**config.mk**
```make
export PLATFORM = sky130hd
export DESIGN_NAME = minority_bist_flat
export DESIGN_NICKNAME = d
export VERILOG_FILES = /design/src/rtl/minority_bist_pkg.sv /design/src/rtl/minority_bist_if.sv /design/src/rtl/bist_hold_counter.sv /design/src/rtl/minority_bist.sv /design/src/flat_wrapper.sv
export SDC_FILE = /design/constraint.sdc
export NUM_CORES = 1
export LEC_CHECK = 0
export BUFFER_PORTS_ARGS = -buffer_cell sky130_fd_sc_hd__buf_2
export CORE_UTILIZATION = 25
export CTS_CLUSTER_SIZE = 12
export DETAILED_ROUTE_END_ITERATION = 6
export PLACE_DENSITY = 0.5
export SYNTH_ARGS = -nofsm -noshare
export SYNTH_HDL_FRONTEND = slang
export SYNTH_SLANG_ARGS = --single-unit
```
**constraint.sdc**
```tcl
create_clock -name clk -period 3.35 [get_ports clk]
set_input_delay 0.335 -clock clk [delete_from_list [all_inputs] [get_ports clk]]
set_output_delay 0.335 -clock clk [all_outputs]
set_load 0.02 [all_outputs]
```
**src/rtl/minority_bist_pkg.sv**
```systemverilog
// rtl/minority_bist_pkg.sv - shared types, constants and golden model for the minority self-test
package minority_bist_pkg;

    typedef enum logic [1:0] {
        IDLE  = 2'd0,
        DRIVE = 2'd1,
        DONE  = 2'd2
    } state_t;

    localparam int NUM_VEC = 8;

    // Reference response of a 3-input minority gate
    function automatic logic minority_golden(logic [2:0] v);
        return ~((v[2] & v[1]) | (v[2] & v[0]) | (v[1] & v[0]));
    endfunction

endpackage

```
**src/rtl/minority_bist_if.sv**
```systemverilog
// rtl/minority_bist_if.sv - sweep control, stimulus and result bundle of the minority self-test
interface minority_bist_if;
    logic       start;
    logic       a;
    logic       b;
    logic       c;
    logic       y;
    logic       busy;
    logic       done;
    logic       pass;
    logic [3:0] err_cnt;
    logic [2:0] first_fail;
    logic       fail_seen;

    modport master (
        input  start, y,
        output a, b, c, busy, done, pass, err_cnt, first_fail, fail_seen
    );

    modport slave (
        output start, y,
        input  a, b, c, busy, done, pass, err_cnt, first_fail, fail_seen
    );
endinterface

```
**src/rtl/bist_hold_counter.sv**
```systemverilog
// rtl/bist_hold_counter.sv - per-vector settle counter with clear and terminal flag
module bist_hold_counter #(
    parameter int SETTLE = 1
) (
    input  logic clk,
    input  logic reset,
    input  logic i_clear,
    input  logic i_en,
    output logic o_term
);
    logic [3:0] r_count;

    // Count settle cycles; a clear always wins so each vector starts from zero
    always_ff @(posedge clk) begin
        if (reset || i_clear) begin
            r_count <= 4'd0;
        end else if (i_en) begin
            r_count <= r_count + 4'd1;
        end
    end

    assign o_term = (r_count == 4'(SETTLE - 1));
endmodule

```
**src/rtl/minority_bist.sv**
```systemverilog
// rtl/minority_bist.sv - sweeps all eight vectors through an external minority gate and scores it
module minority_bist
    import minority_bist_pkg::*;
#(
    parameter int SETTLE = 1
) (
    input  logic clk,
    input  logic reset,
    minority_bist_if.master bus
);
    localparam logic [2:0] LAST_IDX = 3'(NUM_VEC - 1);

    state_t     r_state;
    logic [2:0] r_idx;
    logic       r_busy;
    logic       r_done;
    logic       r_pass;
    logic [3:0] r_err_cnt;
    logic [2:0] r_first_fail;
    logic       r_fail_seen;

    logic       w_start_go;
    logic       w_in_drive;
    logic       w_hold_term;
    logic       w_cmp;
    logic       w_mismatch;
    logic [3:0] w_err_next;

    // Start is only honoured outside a sweep
    assign w_start_go = bus.start && (r_state != DRIVE);
    assign w_in_drive = (r_state == DRIVE);
    assign w_cmp      = w_in_drive && w_hold_term;
    assign w_mismatch = (bus.y != minority_golden(r_idx));
    assign w_err_next = (w_mismatch && (r_err_cnt != 4'd8)) ? r_err_cnt + 4'd1 : r_err_cnt;

    bist_hold_counter #(
        .SETTLE (SETTLE)
    ) u_hold (
        .clk     (clk),
        .reset   (reset),
        .i_clear (w_start_go || w_cmp),
        .i_en    (w_in_drive),
        .o_term  (w_hold_term)
    );

    // Sweep sequencer: launch, score each vector at the end of its settle window, report
    always_ff @(posedge clk) begin
        if (reset) begin
            r_state      <= IDLE;
            r_idx        <= 3'd0;
            r_busy       <= 1'b0;
            r_done       <= 1'b0;
            r_pass       <= 1'b0;
            r_err_cnt    <= 4'd0;
            r_first_fail <= 3'd0;
            r_fail_seen  <= 1'b0;
        end else begin
            case (r_state)
                IDLE, DONE: begin
                    if (bus.start) begin
                        r_state      <= DRIVE;
                        r_idx        <= 3'd0;
                        r_busy       <= 1'b1;
                        r_done       <= 1'b0;
                        r_pass       <= 1'b0;
                        r_err_cnt    <= 4'd0;
                        r_first_fail <= 3'd0;
                        r_fail_seen  <= 1'b0;
                    end
                end
                DRIVE: begin
                    if (w_cmp) begin
                        r_err_cnt <= w_err_next;
                        if (w_mismatch && !r_fail_seen) begin
                            r_first_fail <= r_idx;
                            r_fail_seen  <= 1'b1;
                        end
                        if (r_idx == LAST_IDX) begin
                            r_state <= DONE;
                            r_busy  <= 1'b0;
                            r_done  <= 1'b1;
                            r_pass  <= (w_err_next == 4'd0);
                        end else begin
                            r_idx <= r_idx + 3'd1;
                        end
                    end
                end
                default: r_state <= IDLE;
            endcase
        end
    end

    assign bus.a          = r_idx[2];
    assign bus.b          = r_idx[1];
    assign bus.c          = r_idx[0];
    assign bus.busy       = r_busy;
    assign bus.done       = r_done;
    assign bus.pass       = r_pass;
    assign bus.err_cnt    = r_err_cnt;
    assign bus.first_fail = r_first_fail;
    assign bus.fail_seen  = r_fail_seen;
endmodule

```
**src/flat_wrapper.sv**
```systemverilog
// flat-port wrapper written by rule: the top's interface ports become plain ports
module minority_bist_flat import minority_bist_pkg::*;
#(
    parameter int SETTLE = 1
)
  (clk, reset, bus_start, bus_y, bus_a, bus_b, bus_c, bus_busy, bus_done, bus_pass, bus_err_cnt, bus_first_fail, bus_fail_seen);
  minority_bist_if bus_i ();
  input  logic clk;
  input  logic reset;
  input wire logic [$bits(bus_i.start)-1:0] bus_start;
  input wire logic [$bits(bus_i.y)-1:0] bus_y;
  output wire logic [$bits(bus_i.a)-1:0] bus_a;
  output wire logic [$bits(bus_i.b)-1:0] bus_b;
  output wire logic [$bits(bus_i.c)-1:0] bus_c;
  output wire logic [$bits(bus_i.busy)-1:0] bus_busy;
  output wire logic [$bits(bus_i.done)-1:0] bus_done;
  output wire logic [$bits(bus_i.pass)-1:0] bus_pass;
  output wire logic [$bits(bus_i.err_cnt)-1:0] bus_err_cnt;
  output wire logic [$bits(bus_i.first_fail)-1:0] bus_first_fail;
  output wire logic [$bits(bus_i.fail_seen)-1:0] bus_fail_seen;
  assign bus_i.start = bus_start;
  assign bus_i.y = bus_y;
  assign bus_a = bus_i.a;
  assign bus_b = bus_i.b;
  assign bus_c = bus_i.c;
  assign bus_busy = bus_i.busy;
  assign bus_done = bus_i.done;
  assign bus_pass = bus_i.pass;
  assign bus_err_cnt = bus_i.err_cnt;
  assign bus_first_fail = bus_i.first_fail;
  assign bus_fail_seen = bus_i.fail_seen;
  minority_bist #(.SETTLE(SETTLE)) u_core (.clk(clk), .reset(reset), .bus(bus_i));
endmodule
```
# ---- Word level (Yosys, flattened, before mapping)
# Cells that the tools add are included.
# Widths: inputs -> output; s select.
dict set report totals {
  output_inout_bits 14
  input_bits 4
  word_cells 75
  ff_bits 20
}
dict set report op_classes {
  n_bitwise 6
  n_reduce_logical 17
  eq_ne 11
  n_mux 29
  addsub 3
}
# cell count
set ops {}
lappend ops {{$mux 3} 5}
lappend ops {{$mux 4} 3}
lappend ops {{$pmux 3 s2} 2}
lappend ops {{$reduce_and 4->1} 3}
lappend ops {{$mux 1} 10}
lappend ops {{$ne 2x2->1 const B} 5}
lappend ops {{$add 4x1->4 const B} 2}
lappend ops {{$logic_not 4->1} 2}
lappend ops {{$pmux 1 s2} 4}
lappend ops {{$pmux 4 s2} 1}
lappend ops {{$mux 2} 3}
lappend ops {{$reduce_and 3->1} 2}
lappend ops {{$logic_and 1x1->1} 4}
lappend ops {{$ne 4x4->1 const B} 1}
lappend ops {{$pmux 2 s2} 1}
lappend ops {{$add 3x1->3 const B} 1}
lappend ops {{$and 1x1->1} 3}
lappend ops {{$eq 3x3->1 const B} 1}
lappend ops {{$eq 2x1->1 const B} 1}
lappend ops {{$eq 2x2->1 const B} 1}
lappend ops {{$logic_not 2->1} 1}
lappend ops {{$logic_or 1x1->1} 2}
lappend ops {{$ne 2x1->1 const B} 1}
lappend ops {{$or 1x1->1} 2}
lappend ops {{5 further kinds} 5}

# ---- Depth between registers and ports, before layout
# Gate-level depths: netlist of the first run.
dict set report depth {
  ltp_word 11
  mapped_depth 7
  depth_no_buf 7
}

# ---- By module
# A second synthesis of the first run with hierarchy kept.
dict set report unflattened {
  cells_unflattened 123
  hier_area_um2 1063.5
}
# mod area_per_inst_um2 cells_each seq_area_each_um2 instances
set modules_own_cells {}
lappend modules_own_cells {minority_bist 858.3 102 320.3 1}
lappend modules_own_cells {bist_hold_counter 205.2 21 80.1 1}

# ---- Worst setup path after synthesis of the first run
# No wires, ideal clock.
dict set report synth_path {
  path_type {reg-to-reg}
  from {register u_core.r_idx[0]}
  to {register u_core.r_pass (netlist: u_core.bus.pass)}
  path_buffers 0
  path_stages_with_launch 7
  t_arrival_ps 1707
  t_required_ps 3249
  setup_ps 101
  setup_slack_ps 1542
  period_less_slack_ps 1808
  cell_sequence {dfxtp_1 > ha_1 > o21ai_0 > o2bb2ai_2 > nand4_1 > xnor2_1 > o41ai_1}
}
dict set report synth_between {
  elab_chain_len 11
  word_cells_on_any_way 15
  classes_between {eq/ne (3); mux (4); bitwise (5); reduce/logical (3)}
}
# element line_no
set synth_rtl {}
lappend synth_rtl {{start: declaration} minority_bist.sv:14} ;# logic [2:0] r_idx;
lappend synth_rtl {{start signal: assignment} minority_bist.sv:84} ;# r_idx <= r_idx + 3'd1;
lappend synth_rtl {{$and 1x1->1} minority_bist_pkg.sv:14} ;# return ~((v[2] & v[1]) | (v[2] & v[0]) | (v[1] & v[0]));
lappend synth_rtl {{$or 1x1->1 (2 in series)} minority_bist_pkg.sv:14}
lappend synth_rtl {{$not 1->1} minority_bist_pkg.sv:14}
lappend synth_rtl {{$ne 1x1->1} minority_bist.sv:33} ;# assign w_mismatch = (bus.y != minority_golden(r_idx));
lappend synth_rtl {{$logic_and 1x1->1} minority_bist.sv:34} ;# assign w_err_next = (w_mismatch && (r_err_cnt != 4'd8)) ? r_err_cnt + 4'd1 : r_err_cnt;
lappend synth_rtl {{$mux 4} minority_bist.sv:34}
lappend synth_rtl {{$logic_not 4->1} minority_bist.sv:82} ;# r_pass <= (w_err_next == 4'd0);
lappend synth_rtl {{$mux 1} minority_bist.sv:78} ;# if (r_idx == LAST_IDX) begin
lappend synth_rtl {{$mux 1} minority_bist.sv:72} ;# if (w_cmp) begin
lappend synth_rtl {{$pmux 1 s2} minority_bist.sv:58} ;# case (r_state)
lappend synth_rtl {{end signal: assignment} minority_bist.sv:82}
lappend synth_rtl {{end: declaration} minority_bist.sv:17} ;# logic r_pass;
# Several ways; a longest one is shown, not always the timed one. The select of a mux whose other input is x is not followed.
# A chain may end at the register's enable or synchronous reset.

# ---- Worst setup path after layout of the first run
# Ends and elaborated chain as after synthesis.

==> results.sh, run 1 <==
export IMPL_fin_setup_tns_ps=0
export IMPL_cts_resized=0
export IMPL_syn_cell_area_sq_mm=0.00101
export IMPL_grt_setup_unrepaired="no"
export IMPL_startpoint_type="flip-flop"
export IMPL_vias_per_cell=4.96
export IMPL_cts_setup_buffers=0
export IMPL_die_y_um=65.7
export IMPL_slew_headroom_pct=71.0
export IMPL_drt_first_pass_iters=4
export IMPL_finalHoldViolCount=0
export IMPL_drv_slew=0
export IMPL_fp_dieW_um=65.7
export IMPL_outcome="complete, no violations"
export IMPL_cts_buffers=3
export IMPL_power_density_mw_per_mm2=385
export IMPL_drv_cap=0
export IMPL_dp_hpwl_um=1570
export IMPL_ff2ff_path_depth=6
export IMPL_synth_edf_count=0
export IMPL_dieArea_sq_mm=0.00432
export IMPL_p_leak_nw=0.487
export IMPL_start_util_pct=26.9
export IMPL_synth_nets=129
export IMPL_crit_path_end_kind="flip-flop"
export IMPL_nets=149
export IMPL_crit_chain="ha_1, o21ai_0, o2bb2ai_2, nand4_1, xnor2_1, o41ai_1"
export IMPL_crit_fanout=7
export IMPL_ys_warn_count=0
export IMPL_worst_path_largest_cell_delay_ps=450
export IMPL_core_area_sq_mm=0.00377
export IMPL_synth_top_area_share_pct=39.5
export IMPL_holdBufCountCts=0
export IMPL_seq_area_frac_synth_pct=39.5
export IMPL_hold_class="primary input to flip-flop"
export IMPL_io_pins=18
export IMPL_antenna_cells=0
export IMPL_ys_types=37
export IMPL_finalPower_w=0.000460
export IMPL_area_growth_syn_to_layout_pct=17.6
export IMPL_grt_first_pass_wirelength_um=3680
export IMPL_synth_seq_cells=20
export IMPL_cts_sinks=20
export IMPL_path_clk_slew_ps=70
export IMPL_ir_worst_vdd_mv=0.209
export IMPL_syn_avg_cell_area_sq_um=8.53
export IMPL_first_global_vias=770
export IMPL_vias=918
export IMPL_arrival_ps=2120
export IMPL_cts_max_level=1
export IMPL_wire_per_inst_um=11.9
export IMPL_min_to="u_core.r_state[1]$_SDFFE_PP0P_"
export IMPL_drt_iter0_markers=47
export IMPL_yosys_area_top_type="dfxtp_1"
export IMPL_cts_buffer_depth=2
export IMPL_async_flop_share_pct=0
export IMPL_clock_latency_ps=260
export IMPL_hp_start="bus_start"
export IMPL_drtAntennaViolNets=0
export IMPL_routed_wl_um=2200
export IMPL_drive_gt1_share_pct=19.0
export IMPL_max_freq_ghz=0.507
export IMPL_slowest_stage="dfxtp_1"
export IMPL_post_route_period_util_pct=58.9
export IMPL_post_route_min_period_ps=1970
export IMPL_place_gp_congestion=0.756
export IMPL_r2r_start="u_core.r_idx[0]$_SDFFE_PP0P_"
export IMPL_hold_depth=4
export IMPL_drc=0
export IMPL_cts_root_buf="clkbuf_8"
export IMPL_worst_r2r_setup_slack_ps=1380
export IMPL_reg2reg_to="u_core.bus.pass$_SDFFE_PP0P_"
export IMPL_gr_total_overflow=0
export IMPL_rows=22
export IMPL_worstMarginPinSlew_ps=433
export IMPL_syn_inst=119
export IMPL_setup_violations=0
export IMPL_cts_tree="done"
export IMPL_fin_skew_ps=5.40
export IMPL_antenna_found_initial=0
export IMPL_synth_ff_type="dfxtp_1"
export IMPL_portBuffers=17
export IMPL_grt_max_degree=21
export IMPL_critPathKind="flip-flop to flip-flop"
export IMPL_synth_area_leaders="dfxtp_1 (39%), ha_1 (7.4%), a21oi_1 (5.4%), nand2_1 (5.2%), nor2_1 (4.8%)"
export IMPL_grt_usage_pct=10.9
export IMPL_required_ps=3500
## cell type report
| type | instances | area (sq um) |
|---|---|---|
| Multi-Input combinational cell | 92 | 588 |
| Timing Repair Buffer | 17 | 85.1 |
| Clock buffer | 3 | 41.3 |
| Inverter | 5 | 18.8 |
| Tap cell | 48 | 60.1 |
| Fill cell | 403 | 2580 |
| Sequential cell | 20 | 400 |
## synth_stat cells (all sizes together) (2+ instances only)
cell / instances
dfxtp: 20
nand2: 14
nor2: 14
a21oi: 11
o21ai: 7
ha: 6
nor3: 6
inv: 5
a22o: 3
a22oi: 3
nand3: 3
and2: 2
nand3b: 2
nor2b: 2
o21ba: 2
or3b: 2
## report_power, final
group	internal, W	switching [W]
combinational	0.0000193	0.0000354
sequential	0.000243	0.00000584
clock	0.0000800	0.0000765
total	0.000342	0.000118
## layout by cell type, fill, tap and decap left out, types with 2 or more instances in the layout
cell      Yosys  layout
inv_1         5       5
nor2b_1       2       2
a22oi_1       3       3
nand3b_1      2       2
clkbuf_8      0       3
buf_2         0      17
o21ai_0       7       7
nand3_1       2       2
ha_1          6       6
a21oi_1      11      11
dfxtp_1      20      20
nand2_1      14      14
a22o_1        3       3
nor3_1        6       6
nor2_1       13      13
and2_1        2       2
## cell families after synthesis
family                     after synthesis  share of synthesized area, %
buffers and inverters                    7                          2.59
adders and majority gates                6                          7.40
DFF                                     20                          39.5
and+or+nand+nor                         49                          24.7
xor gates and xnor gates                 1                         0.863
AOI/OAI and AO/OA                       34                          22.9
muxes                                    2                          2.10
## sequential cells by signal, indices dropped and copies added (netlist names)
register and cells:
u_core.r_state 2, u_core.bus.done 1, u_core.bus.first_fail 3, u_core.r_idx 3, u_core.u_hold.r_count 4, u_core.bus.fail_seen 1
u_core.bus.pass 1, u_core.bus.err_cnt 4, u_core.bus.busy 1
## per-stage QoR
stage | std cells | util [%] | hold WS (ps) | area (sq um) | setup slack, ps
after floorplan | 119 | - | 446 | 1010 | 1540
after CTS | 185 | 31.7 | 399 | 1190 | 1400
final | 185 | 31.7 | 407 | 1190 | 1380
after global routing | 185 | 31.7 | 435 | 1190 | 1230
after detailed placement | 182 | 30.6 | 454 | 1150 | 1430
after global placement | 182 | 30.6 | 444 | 1150 | 1420
## critical path: cells and delay by family, from the launching register on
| kind | cells | cell delay (ps) |
|---|---|---|
| AND/OR/NAND/NOR | 1 | 230 |
| AO/OA/AOI/OAI | 3 | 740 |
| XOR/XNOR | 1 | 180 |
| adder cells (fa/ha/maj) | 1 | 260 |
| flip-flops | 1 | 450 |
## routing by layer
metal / track usage [%] / up-vias / part of all wire (%)
met5: 0 / - / 0
met4: 1.63 / 0 / 0.59
met3: 3.65 / 2 / 5.4
met2: 15.9 / 26 / 42
met1: 15.6 / 421 / 52
li1: - / 469 / -
## worst max-delay path by stage
| stage | depth (start not counted) | to | start |
|---|---|---|---|
| 6_report | 6 | u_core.bus.pass$_SDFFE_PP0P_ | u_core.r_idx[0]$_SDFFE_PP0P_ |
| 5_1_grt | 6 | u_core.bus.pass$_SDFFE_PP0P_ | u_core.r_idx[0]$_SDFFE_PP0P_ |
| 4_1_cts | 6 | u_core.bus.pass$_SDFFE_PP0P_ | u_core.r_idx[0]$_SDFFE_PP0P_ |
| 3_5_place_dp | 6 | u_core.bus.err_cnt[3]$_SDFFE_PP0P_ | u_core.r_idx[0]$_SDFFE_PP0P_ |
| 3_3_place_gp | 6 | u_core.bus.pass$_SDFFE_PP0P_ | u_core.r_idx[0]$_SDFFE_PP0P_ |
| 2_1_floorplan | 6 | u_core.bus.pass$_SDFFE_PP0P_ | u_core.r_idx[0]$_SDFFE_PP0P_ |
(Power assumes the default switching activity.)
==> inputs of run 2 (changes only) <==
- PLACE_DENSITY: 0.5 -> 0.51
- clock period: 3.35 -> 1.7 ns (I/O delays scaled with it)
==> run 2 against run 1 <==
Net effect: the flow now finishes with violations (setup timing); cell count up 9.7%; hold slack worse by 150 ps; register-to-register slack got worse by 1400 ps; fmax grew 16%; total power grew 120%; count of clock-buffer cells in the layout up 1; highest routed layer unchanged.
==> results.sh, run 2 (synthesis results as in run 1) <==
export IMPL_crit_chain="inv_2, ha_4, or3b_4, nor2_4, o211a_1, mux2_4, nor2_2"
export IMPL_violations="setup timing"
export IMPL_worstMarginPinSlew_ps=378
export IMPL_ir_worst_vdd_mv=0.337
export IMPL_required_ps=1900
export IMPL_grt_usage_pct=11.9
export IMPL_drv_cap=0
export IMPL_startpoint_type="flip-flop"
export IMPL_crit_fanout=4
export IMPL_drt_first_pass_iters=4
export IMPL_antenna_found_initial=0
export IMPL_grt_first_pass_wirelength_um=4030
export IMPL_outcome="complete, but fails checks"
export IMPL_grtUsageMet1_pct=15.0
export IMPL_fin_skew_ps=1.12
export IMPL_fin_setup_tns_ps=-3.78
export IMPL_routed_wl_um=2420
export IMPL_antenna_cells=0
export IMPL_crit_path_end_kind="flip-flop"
export IMPL_grt_setup_unrepaired="yes"
export IMPL_wire_per_inst_um=11.9
export IMPL_drt_iter0_markers=36
export IMPL_worst_slack_ps=-3.78
export IMPL_holdBufCountCts=0
export IMPL_dp_hpwl_um=1750
export IMPL_first_global_vias=953
export IMPL_io_pins=18
export IMPL_grt_util_met3_pct=2.26
export IMPL_finalHoldViolCount=0
export IMPL_cts_buffer_depth=2
export IMPL_path_delay_family="simple AND/OR/NAND/NOR gates"
export IMPL_path_clk_slew_ps=80
export IMPL_start_util_pct=26.9
export IMPL_critPathKind="flip-flop to flip-flop"
export IMPL_place_gp_congestion=0.846
export IMPL_n_fill_cell=400
export IMPL_cts_max_level=1
export IMPL_slew_headroom_pct=74.8
export IMPL_dieArea_sq_mm=0.00432
export IMPL_vias_per_cell=4.85
export IMPL_setup_violations=1
export IMPL_hold_class="primary input to flip-flop"
export IMPL_cts_tree="done"
export IMPL_die_y_um=65.7
export IMPL_grt_busiest_layer="met2"
export IMPL_vias=985
export IMPL_drtAntennaViolNets=0
export IMPL_gr_total_overflow=0
export IMPL_drv_slew=0
export IMPL_area_growth_syn_to_layout_pct=40.0
export IMPL_placed_cells=196
export IMPL_grt_max_degree=21
export IMPL_most_common_layout_cells="buf_2 (17), buf_4 (17), dfxtp_1 (16)"
export IMPL_post_route_min_period_ps=1700
export IMPL_portBuffers=17
export IMPL_p_leak_nw=0.596
export IMPL_cts_root_buf="clkbuf_8"
export IMPL_drive_gt1_share_pct=38.1
export IMPL_arrival_ps=1900
export IMPL_clock_latency_ps=260
export IMPL_power_density_mw_per_mm2=704
export IMPL_post_route_period_util_pct=100
export IMPL_worst_path_largest_cell_delay_ps=390
export IMPL_max_freq_ghz=0.587
export IMPL_nets=166
export IMPL_cts_sinks=20
export IMPL_fp_dieW_um=65.7
export IMPL_core_area_sq_mm=0.00377
export IMPL_path_buf_inv=1
export IMPL_cts_buffers=3
export IMPL_drc=0
export IMPL_post_place_ws_ps=-51.4
export IMPL_grt_util_met2_pct=21.0
export IMPL_final_cells=203
export IMPL_slowest_stage="or3b_4"
export IMPL_rows=22
export IMPL_hold_worst_slack_ps=254
run 2: cell count changes in the layout (fill, tap and decap cells not counted), moves of 2 or more:
cell,change
buf_4,+17
dfxtp_1,-4
dfxtp_2,+3
ha_1,-2
ha_4,+2
inv_1,-2
inv_2,+2
nor2_1,-2
nor2_2,+2
nor3_1,-2
nor3_2,+2
o21ai_0,-3
run 2: worst paths after layout:
check	start	end	slack, ps	cells past startpoint
hold reg to reg	u_core.bus.busy$_SDFFE_PP0P_	u_core.bus.busy$_SDFFE_PP0P_	460	2
setup / recovery	u_core.u_hold.r_count[0]$_SDFFE_PP0P_	u_core.bus.err_cnt[0]$_SDFFE_PP0P_	-4	7
hold / removal	bus_start	u_core.r_state[1]$_SDFFE_PP0P_	250	4
setup reg to reg	u_core.u_hold.r_count[0]$_SDFFE_PP0P_	u_core.bus.err_cnt[0]$_SDFFE_PP0P_	-4	7
run 2: report_power, final:
part | internal, W | switching (W) | total, W
registers | 0.000478 | 0.0000110 | 0.000489
logic | 0.0000630 | 0.0000824 | 0.000145
clock network | 0.000206 | 0.000160 | 0.000366
run 2: metal layers:
metal	wire length (um)	vias up
met3	73	2
met2	1130	14
met1	1200	469
met4	11	0
li1	-	500
met5	0	-
run 2: per-stage QoR:
step | instance area, sq um | power [W] | util (%)
after floorplan | 1020 | 0.000578 | -
after global placement | 1260 | 0.000626 | 33.4
after detailed placement | 1260 | 0.000628 | 33.4
after CTS | 1380 | 0.000997 | 36.5
after global routing | 1420 | 0.00105 | 37.7
final | 1420 | 0.00100 | 37.7
run 2: tightest hold or removal path, delay by kind of cell:
kind,cells,cell delay [ps]
compound gates,1,50
buf+inv,1,130
simple gates,2,100
run 2: cell type report:
type	count	area (sq um)	area share, %
Clock buffer	4	55.1	3.88
Inverter	5	18.8	1.32
Multi-Input combinational cell	92	666	46.9
Sequential cell	20	408	28.7
Tap cell	48	60.1	4.23
Timing Repair Buffer	34	213	15.0
run 2: repair_timing:
action                     4_1_cts  5_1_grt
resized for setup               14        9
setup endpoints to repair        9       13
setup buffers                    3        0
pin swaps                        7        5
==> inputs of run 3 (changes only) <==
- CORE_MARGIN: default -> 2
- CTS_CLUSTER_DIAMETER: default -> 150
==> run 3 against run 2 <==
Net effect: the flow still finishes with violations (setup timing); final area grew 0.97%; clock power barely moved; register-to-register slack worse by 20 ps; sequential share of layout area fell by 0.45 points; total power rose by 0.27%; fmax is 0.88% lower; via count fell by 2.7%; largest cell class unchanged; count of clock-buffer cells in the layout is the same; wire length increased by 1.2%; highest routed layer unchanged; hold slack worse by 9.0 ps.
==> results.sh, run 3 (synthesis results as in run 1) <==
export IMPL_outcome="complete, but fails checks"
export IMPL_violations="setup timing"
export IMPL_path_buf_inv=2
export IMPL_nets=165
export IMPL_cts_buffers=3
export IMPL_most_common_layout_cells="buf_2 (17), dfxtp_1 (16), nand2_1 (13), buf_4 (13), nor2_1 (12)"
export IMPL_place_area_sq_mm=0.00125
export IMPL_antenna_cells=0
export IMPL_cts_tree="done"
export IMPL_wire_per_inst_um=12.0
export IMPL_cts_buffer_depth=2
export IMPL_place_gp_congestion=0.841
export IMPL_setup_violations=3
export IMPL_slowest_stage="or3b_4"
export IMPL_drv_cap=0
export IMPL_worst_path_largest_cell_delay_ps=390
export IMPL_post_route_min_period_ps=1720
export IMPL_drtAntennaViolNets=0
export IMPL_layout_area_seq_sq_um=405
export IMPL_worst_slack_ps=-18.9
export IMPL_fp_dieW_um=67.7
export IMPL_startpoint_type="flip-flop"
export IMPL_finalHoldViolCount=0
export IMPL_path_delay_family="simple AND/OR/NAND/NOR gates"
export IMPL_routed_wl_um=2450
export IMPL_vias=958
export IMPL_worstMarginPinSlew_ps=406
export IMPL_die_y_um=67.7
export IMPL_hold_worst_slack_ps=245
export IMPL_portBuffers=17
export IMPL_slew_headroom_pct=72.9
export IMPL_area_growth_syn_to_layout_pct=41.3
export IMPL_multi_input_area_sq_um=676
export IMPL_crit_fanout=5
export IMPL_grt_util_met3_pct=2.50
export IMPL_grtUsageMet1_pct=14.3
export IMPL_max_freq_ghz=0.582
export IMPL_drive_gt1_share_pct=39.6
export IMPL_cts_root_buf="clkbuf_8"
export IMPL_start_util_pct=25.7
export IMPL_layout_commonest_cell="buf_2"
export IMPL_hold_class="primary input to flip-flop"
export IMPL_core_area_sq_mm=0.00394
export IMPL_crit_path_end_kind="flip-flop"
export IMPL_drv_slew=0
export IMPL_cts_max_level=1
export IMPL_first_global_vias=873
export IMPL_n_fill_cell=414
export IMPL_drt_first_pass_iters=4
export IMPL_ir_worst_vdd_mv=0.369
export IMPL_grt_usage_pct=11.1
export IMPL_grt_first_pass_wirelength_um=3880
export IMPL_clock_latency_ps=260
export IMPL_cts_sinks=20
export IMPL_arrival_ps=1860
export IMPL_gr_total_overflow=0
export IMPL_final_area_sq_mm=0.00143
export IMPL_p_leak_nw=0.603
export IMPL_antenna_found_initial=0
export IMPL_post_route_period_util_pct=101
export IMPL_drc=0
export IMPL_critPathKind="flip-flop to flip-flop"
export IMPL_path_clk_slew_ps=80
export IMPL_post_place_ws_ps=-75.2
export IMPL_grt_busiest_layer="met2"
export IMPL_crit_chain="inv_2, ha_4, or3b_4, nor2_4, o211a_1, buf_6, mux2i_1, nor2_1"
export IMPL_drt_iter0_markers=21
export IMPL_grt_util_met2_pct=18.0
export IMPL_rows=23
export IMPL_grt_max_degree=21
export IMPL_dp_hpwl_um=1730
export IMPL_vias_per_cell=4.70
export IMPL_dieArea_sq_mm=0.00458
export IMPL_fin_skew_ps=1.21
export IMPL_power_density_mw_per_mm2=700
export IMPL_required_ps=1840
export IMPL_grt_setup_unrepaired="yes"
export IMPL_io_pins=18
## run 3: final cells by class
class | instances | share of cell area (%)
Clock buffer | 4 | 3.84
Timing Repair Buffer | 33 | 15.1
Sequential cell | 20 | 28.3
Multi-Input combinational cell | 92 | 47.1
Tap cell | 50 | 4.36
Inverter | 5 | 1.31
## run 3: power by group
group	internal [W]	switching (W)
Combinational	0.0000624	0.0000838
Sequential	0.000479	0.0000101
Clock	0.000206	0.000162
## run 3: worst paths after layout
check	startpoint	endpoint	slack [ps]	depth (start not counted)
setup / recovery	u_core.u_hold.r_count[1]$_SDFFE_PP0P_	u_core.bus.err_cnt[1]$_SDFFE_PP0P_	-20	8
hold / removal	bus_start	u_core.r_state[1]$_SDFFE_PP0P_	240	4
setup reg to reg	u_core.u_hold.r_count[1]$_SDFFE_PP0P_	u_core.bus.err_cnt[1]$_SDFFE_PP0P_	-20	8
hold reg to reg	u_core.bus.done$_SDFFE_PP0P_	u_core.bus.done$_SDFFE_PP0P_	450	2
## run 3: metal layers
layer  wire, um  share of wire [%]
met2       1100                 45
met3         58                2.4
met5          0                  0
met1       1260                 51
met4         30                1.2
## run 3: through the flow
step	total power, W	std cells	utilization [%]	TNS, ps
3_5_place_dp	0.000626	197	31.8	-217
5_1_grt	0.00104	204	36.4	-385
6_report	0.00100	204	36.4	-40.8
4_1_cts	0.000995	203	34.1	-58.3
2_1_floorplan	0.000578	119	-	0
3_3_place_gp	0.000624	197	31.8	-6.06
## run 3: timing repair
| item | CTS | global route |
|---|---|---|
| hold buffers | 0 | 0 |
| endpoints found under the setup margin | 10 | 11 |
| setup buffers | 2 | 1 |
| pin swaps | 2 | 6 |
| gates resized for setup | 8 | 19 |
## run 3: worst reg2reg max path, delay by kind of cell, from the launching register on
family | cells | cell delay [ps]
and+or+nand+nor | 3 | 580
DFF | 1 | 330
AOI/OAI and AO/OA | 1 | 220
muxes | 1 | 170
buffers and inverters | 2 | 170
adders and majority gates | 1 | 130
